File: config.mk
export PLATFORM = sky130hd
export DESIGN_NAME = traffic_phase_sequencer
export DESIGN_NICKNAME = d
export VERILOG_FILES = /design/src/rtl/traffic_phase_sequencer.sv
export SDC_FILE = /design/constraint.sdc
export NUM_CORES = 1
export LEC_CHECK = 0
export CORE_AREA = 2 2 39 41
export DETAILED_ROUTE_END_ITERATION = 6
export DIE_AREA = 0 0 41 43
export PLACE_DENSITY = 0.6
export SYNTH_ARGS = -nofsm -noshare
export SYNTH_HDL_FRONTEND = slang
export SYNTH_SLANG_ARGS = --single-unit
export TNS_END_PERCENT = 50
File: constraint.sdc
create_clock -name clk -period 1.9 [get_ports clk]
set_clock_uncertainty 0.1 [all_clocks]
set_input_delay 0.38 -clock clk [delete_from_list [all_inputs] [get_ports clk]]
set_output_delay 0.38 -clock clk [all_outputs]
set_load 0.005 [all_outputs]
File: src/rtl/traffic_phase_sequencer.sv
// traffic_phase_sequencer
//
// Registered intersection phase sequencer. It holds the current phase, a dwell
// counter and a latched side-road request, and cycles:
// main green -> main yellow -> side green -> side yellow -> main green.
// Main green is held past its minimum dwell until a side request is seen.
//
// Ports:
//   clk           system clock, rising edge
//   rst_n         asynchronous active-low reset
//   side_request  side-road vehicle sensor (level, synchronous to clk)
//   phase         Gray-coded phase: 00 main green, 01 main yellow,
//                 11 side green, 10 side yellow
//   phase_entry   high for the first cycle of every phase (and out of reset)
//   dwell_count   remaining cycles in the current phase minus one
//   req_pending   latched side request not yet served

module traffic_phase_sequencer #(
    parameter int unsigned LONG_CYCLES  = 8,
    parameter int unsigned SHORT_CYCLES = 3,
    localparam int unsigned MAX_CYCLES  =
        (LONG_CYCLES > SHORT_CYCLES) ? LONG_CYCLES : SHORT_CYCLES,
    localparam int unsigned CW          = $clog2(MAX_CYCLES + 1)
) (
    input  logic          clk,
    input  logic          rst_n,
    input  logic          side_request,
    output logic [1:0]    phase,
    output logic          phase_entry,
    output logic [CW-1:0] dwell_count,
    output logic          req_pending
);

    typedef enum logic [1:0] {
        MainGreen  = 2'b00,
        MainYellow = 2'b01,
        SideGreen  = 2'b11,
        SideYellow = 2'b10
    } phase_e;

    localparam logic [CW-1:0] LongLoad  = CW'(LONG_CYCLES - 1);
    localparam logic [CW-1:0] ShortLoad = CW'(SHORT_CYCLES - 1);

    phase_e        phase_q, phase_d;
    logic [CW-1:0] count_q, count_d;
    logic          entry_q, entry_d;
    logic          req_q, req_d;

    logic expired;
    logic advance;

    always_comb begin
        expired = (count_q == '0);
        phase_d = phase_q;

        case (phase_q)
            // side_request is used directly so an expired main green answers in one edge.
            MainGreen:  if (expired && (req_q || side_request)) phase_d = MainYellow;
            MainYellow: if (expired) phase_d = SideGreen;
            SideGreen:  if (expired) phase_d = SideYellow;
            SideYellow: if (expired) phase_d = MainGreen;
            default:    phase_d = MainGreen;
        endcase

        advance = (phase_d != phase_q);

        if (advance) begin
            count_d = (phase_d == MainGreen || phase_d == SideGreen) ? LongLoad : ShortLoad;
        end else if (expired) begin
            count_d = count_q;
        end else begin
            count_d = count_q - CW'(1);
        end

        // Entering side green serves the request; this clear beats a same-edge set.
        if (advance && phase_d == SideGreen) begin
            req_d = 1'b0;
        end else begin
            req_d = req_q | side_request;
        end

        entry_d = advance;
    end

    always_ff @(posedge clk or negedge rst_n) begin
        if (!rst_n) begin
            phase_q <= MainGreen;
            count_q <= LongLoad;
            entry_q <= 1'b1;
            req_q   <= 1'b0;
        end else begin
            phase_q <= phase_d;
            count_q <= count_d;
            entry_q <= entry_d;
            req_q   <= req_d;
        end
    end

    assign phase       = phase_q;
    assign phase_entry = entry_q;
    assign dwell_count = count_q;
    assign req_pending = req_q;

endmodule

==> Implementation_results.wiki, run 1 <==
{| class="wikitable"
! Metric !! Value
|-
| Worst Hold Slack || 0.3251 ns
|-
| Areal power density over the cells || 1791 nW/um^2
|-
| Post-detailed-route DRC marker count || 0
|-
| Number of cells produced by synthesis || 35
|-
| Hold Vio Cnt, Final || 0
|-
| Overall track demand over capacity in global routing || around an eighth
|-
| Cell internal pwr || ~0.00072 W
|-
| MaxCap Viol Count || 0
|-
| Static leakage power || 0.2783 nW
|-
| Maximum operating frequency || 549.0 MHz
|-
| Final setup viols || 0
|-
| Hold-fix buffers, CTS || 0
|-
| Startpoint types || flip-flop
|-
| Detailed Route Iter0 Violations || 6
|-
| Switching part of the total power || 34.41%
|-
| Synth area leader || dfstp_2
|-
| Tightest Hold Check Type || in2async
|-
| Post-CTS setup repair buffer count || 0
|-
| Wire length of the first global-routing pass || 1469 um
|-
| Crit path setup slack, layout || 0.07856 ns
|-
| Cell area after synthesis || between 300 and 400 sq um
|-
| Psw || 0.0003801 W
|-
| Worst slew margin relative to its limit || 73.20%
|-
| Via count || 324
|-
| Number of antenna violations at the first check in global routing || 0
|-
| Register cell area after layout || 205.2 sq um
|-
| Number of cells on the worst reg-to-reg path || 7
|-
| DRT Wirelength || 832 um
|-
| Proportion of layout cells with a drive suffix above 1 || a little under half
|-
| Multi-input logic area || 212.7 sq um
|-
| Per-cell via count in the routed design || 4.696
|-
| Number of search-and-repair iterations in the first detailed-routing pass || 3
|-
| Half-perimeter wire length after placement || between 500 and 600 um
|-
| Largest net degree at the start of global routing || 9
|-
| Clock tree from TritonCTS || yes
|-
| Critical path peak fanout || 5
|-
| Mean post-synth cell area || between 10 and 15 sq um
|-
| Final-stage net count || 60
|-
| Antenna diodes || 0
|-
| I/O Buffers || 10
|-
| Synth-to-layout area growth || 60.59%
|-
| Number of synthesis warnings || 0
|-
| Measured slew at the worst slew-check pin || between 0.4 and 0.5 ns
|-
| Cts bufs inserted || 3
|-
| Share of the yosys chip area belonging to registers || 53.42%
|-
| Area inside the core boundary || ~1400 sq um
|-
| Final worst path period share || 95.87%
|-
| Status || complete, no violations
|-
| Top cells by area in the synthesized netlist || dfstp_2, dfrtp_1, ha_1, a21oi_1, nor3_1
|-
| Total of flip-flops plus latches after synthesis || 8
|-
| Combinational cell fraction of total power || 55.9%
|-
| Worst-case vdd ir drop || 0.6871 mV
|-
| Congestion Overflow GR || 0
|-
| Critical R2R Capture || dwell_count[0]$_DFFE_PN1P_
|-
| Net Count, Synth || 40
|-
| Worst EP required || 1.96 ns
|-
| Worst Setup Path Type || reg2reg
|-
| H-tree depth || 1
|-
| Die H || about 43 um
|-
| Worst reg2reg path startpoint || dwell_count[0]$_DFFE_PN1P_
|-
| CP endpoint kind || flip-flop
|-
| Buffer levels on the longest clock path || 2
|-
| Number of distinct standard cells referenced by the synthesized netlist || 18
|-
| Row Count || 14
|-
| Floorplan die area || 1763 sq um
|-
| Starting Density || 27.76%
|-
| Placer's final routability congestion estimate || 0.7739
|-
| Clock share of power || 11.4%
|-
| Post-Place Worst Slack || -0.2055 ns
|-
| Horiz. Die Dim || 41 um
|-
| Flop2flop setup slack || 0.08 ns
|-
| Clock Pin Slew Worst Setup and Hold Paths || about 0.050 ns
|-
| Worst path arrival time || 1.88 ns
|-
| Fill cell total of the finished layout || 141
|-
| Number of pins exceeding their max-slew limit in the final report || 0
|-
| Insertion delay to the later sink of the worst-skew pair || 0.25 ns
|-
| Flop pwr share || 32.8%
|-
| Buffer cell driving the clock tree root || clkbuf_4
|-
| Routed Antenna Nets || 0
|-
| Sinks on the clock net || 8
|-
| Via count of the first global-routing pass || 340
|-
| Placed cell area || 549.3 sq um
|-
| Top-level port count || 11
|-
| Routed wire per std cell || 12.06 um
|-
| Portion of synthesized cell area occupied by the leading cell type || 27.36%
|-
| Final Cell Area || 616.8 sq um
|-
| Sum of negative setup slack || 0 ns
|-
| Tmin final || 1.821 ns
|}
## final cells by class
cell class | instances | share of cell area [%]
sequential | 8 | 33.27
inverter | 3 | 1.826
multi-input combinational | 24 | 34.48
timing repair buffer | 15 | 23.53
clock buffer | 3 | 3.651
tap | 16 | 3.245
## power groups by stage
stage | Clock, W | Sequential [W] | Combinational, W
floorplan | 0 | 0.000362 | 0.000242
global placement | 0 | 0.000350 | 0.000534
detailed placement | 0 | 0.000351 | 0.000538
CTS | 0.000134 | 0.000356 | 0.000559
global route | 0.000146 | 0.000379 | 0.000692
finish | 0.000126 | 0.000362 | 0.000617
## registers in the layout, summed over array words and instances (netlist names)
signal       flops
dwell_count      4
phase            2
phase_entry      1
req_pending      1
## critical path: stages (launching register included)
cell and delay, ns:
dfstp_2 0.36, inv_1 0.05, ha_2 0.18, nor3b_4 0.30
a21oi_2 0.10, a21oi_2 0.19, ha_4 0.24, a221oi_2 0.22
## cells by family (layout without fill, tap and decap cells)
kind of cell               Yosys count  in the layout  share of synthesized area (%)
AOI/OAI and AO/OA                    8              8                          14.33
adders and majority gates            2              2                          6.514
buffers and inverters                3             21                          2.931
DFF                                  8              8                          53.42
and+or+nand+nor                     14             14                          22.80
## how the worst max path moves through the flow
stage,endpoint,cells past startpoint,start,slack (ns)
2_1_floorplan,dwell_count[2]$_DFFE_PN1P_,9,dwell_count[0]$_DFFE_PN1P_,0.02
3_3_place_gp,dwell_count[2]$_DFFE_PN1P_,8,side_request,-0.18
3_5_place_dp,dwell_count[2]$_DFFE_PN1P_,8,side_request,-0.21
4_1_cts,dwell_count[0]$_DFFE_PN1P_,7,dwell_count[0]$_DFFE_PN1P_,0.008
5_1_grt,dwell_count[2]$_DFFE_PN1P_,9,dwell_count[1]$_DFFE_PN1P_,-0.02
6_report,dwell_count[0]$_DFFE_PN1P_,7,dwell_count[0]$_DFFE_PN1P_,0.08
## placed cells by master (no fill, tap or decap), types with 2 or more instances in the layout
cell,netlist,layout
clkdlybuf4s50_1,0,7
buf_4,0,5
dfstp_2,4,4
dfrtp_1,4,4
inv_1,3,3
a21oi_2,0,3
nor3_1,3,3
clkbuf_4,0,3
dlymetal6s2s_1,0,3
nand2_2,0,2
nand2b_1,2,2
## per-stage QoR
| step | utilization, % | std cells | power [W] |
|---|---|---|---|
| after floorplan | - | 35 | 0.0006034 |
| after global placement | 39.69 | 66 | 0.0008836 |
| after detailed placement | 39.69 | 66 | 0.0008889 |
| after CTS | 41.95 | 69 | 0.001048 |
| after global routing | 44.57 | 69 | 0.001217 |
| final | 44.57 | 69 | 0.001105 |
## layer usage
metal | track usage [%] | vias to the layer above | wire (um)
met4 | 8.000 | 0 | 6
met2 | 17.50 | 11 | 415
met5 | 0 | - | 0
met1 | 16.67 | 148 | 343
met3 | 4.712 | 2 | 67
li1 | - | 163 | -
## repair_timing
| action | 4_1_cts | 5_1_grt |
|---|---|---|
| pin swaps | 2 | 2 |
| hold endpoints to repair | 0 | 0 |
| gates resized for setup | 3 | 9 |
| endpoints found under the setup margin | 2 | 5 |
| cloned | 0 | 0 |
## synthesized netlist by cell type, drive strengths merged
cell type	n
nand2b	2
or2	1
a21oi	4
inv	3
a21boi	1
a221oi	1
dfstp	4
nor3	3
or3b	1
nand2	3
or4	1
a21o	1
dfrtp	4
and2	1
nor3b	1
or3	1
ha	2
o21ai	1
No activity file was read; power rests on OpenSTA's default activity.
==> run 2: changes to the inputs <==
- CTS_BUF_LIST: not set -> sky130_fd_sc_hd__clkbuf_2 sky130_fd_sc_hd__clkbuf_4 sky130_fd_sc_hd__clkbuf_8
==> results of run 2 <==
No change in the layout: final DEF, timing and power equal those of run 1.
==> run 3: changes to the inputs <==
- HOLD_SLACK_MARGIN: not set -> 0.1
- SLEW_MARGIN: not set -> 20
==> results of run 3 <==
No change in the layout: final DEF, timing and power equal those of run 1.
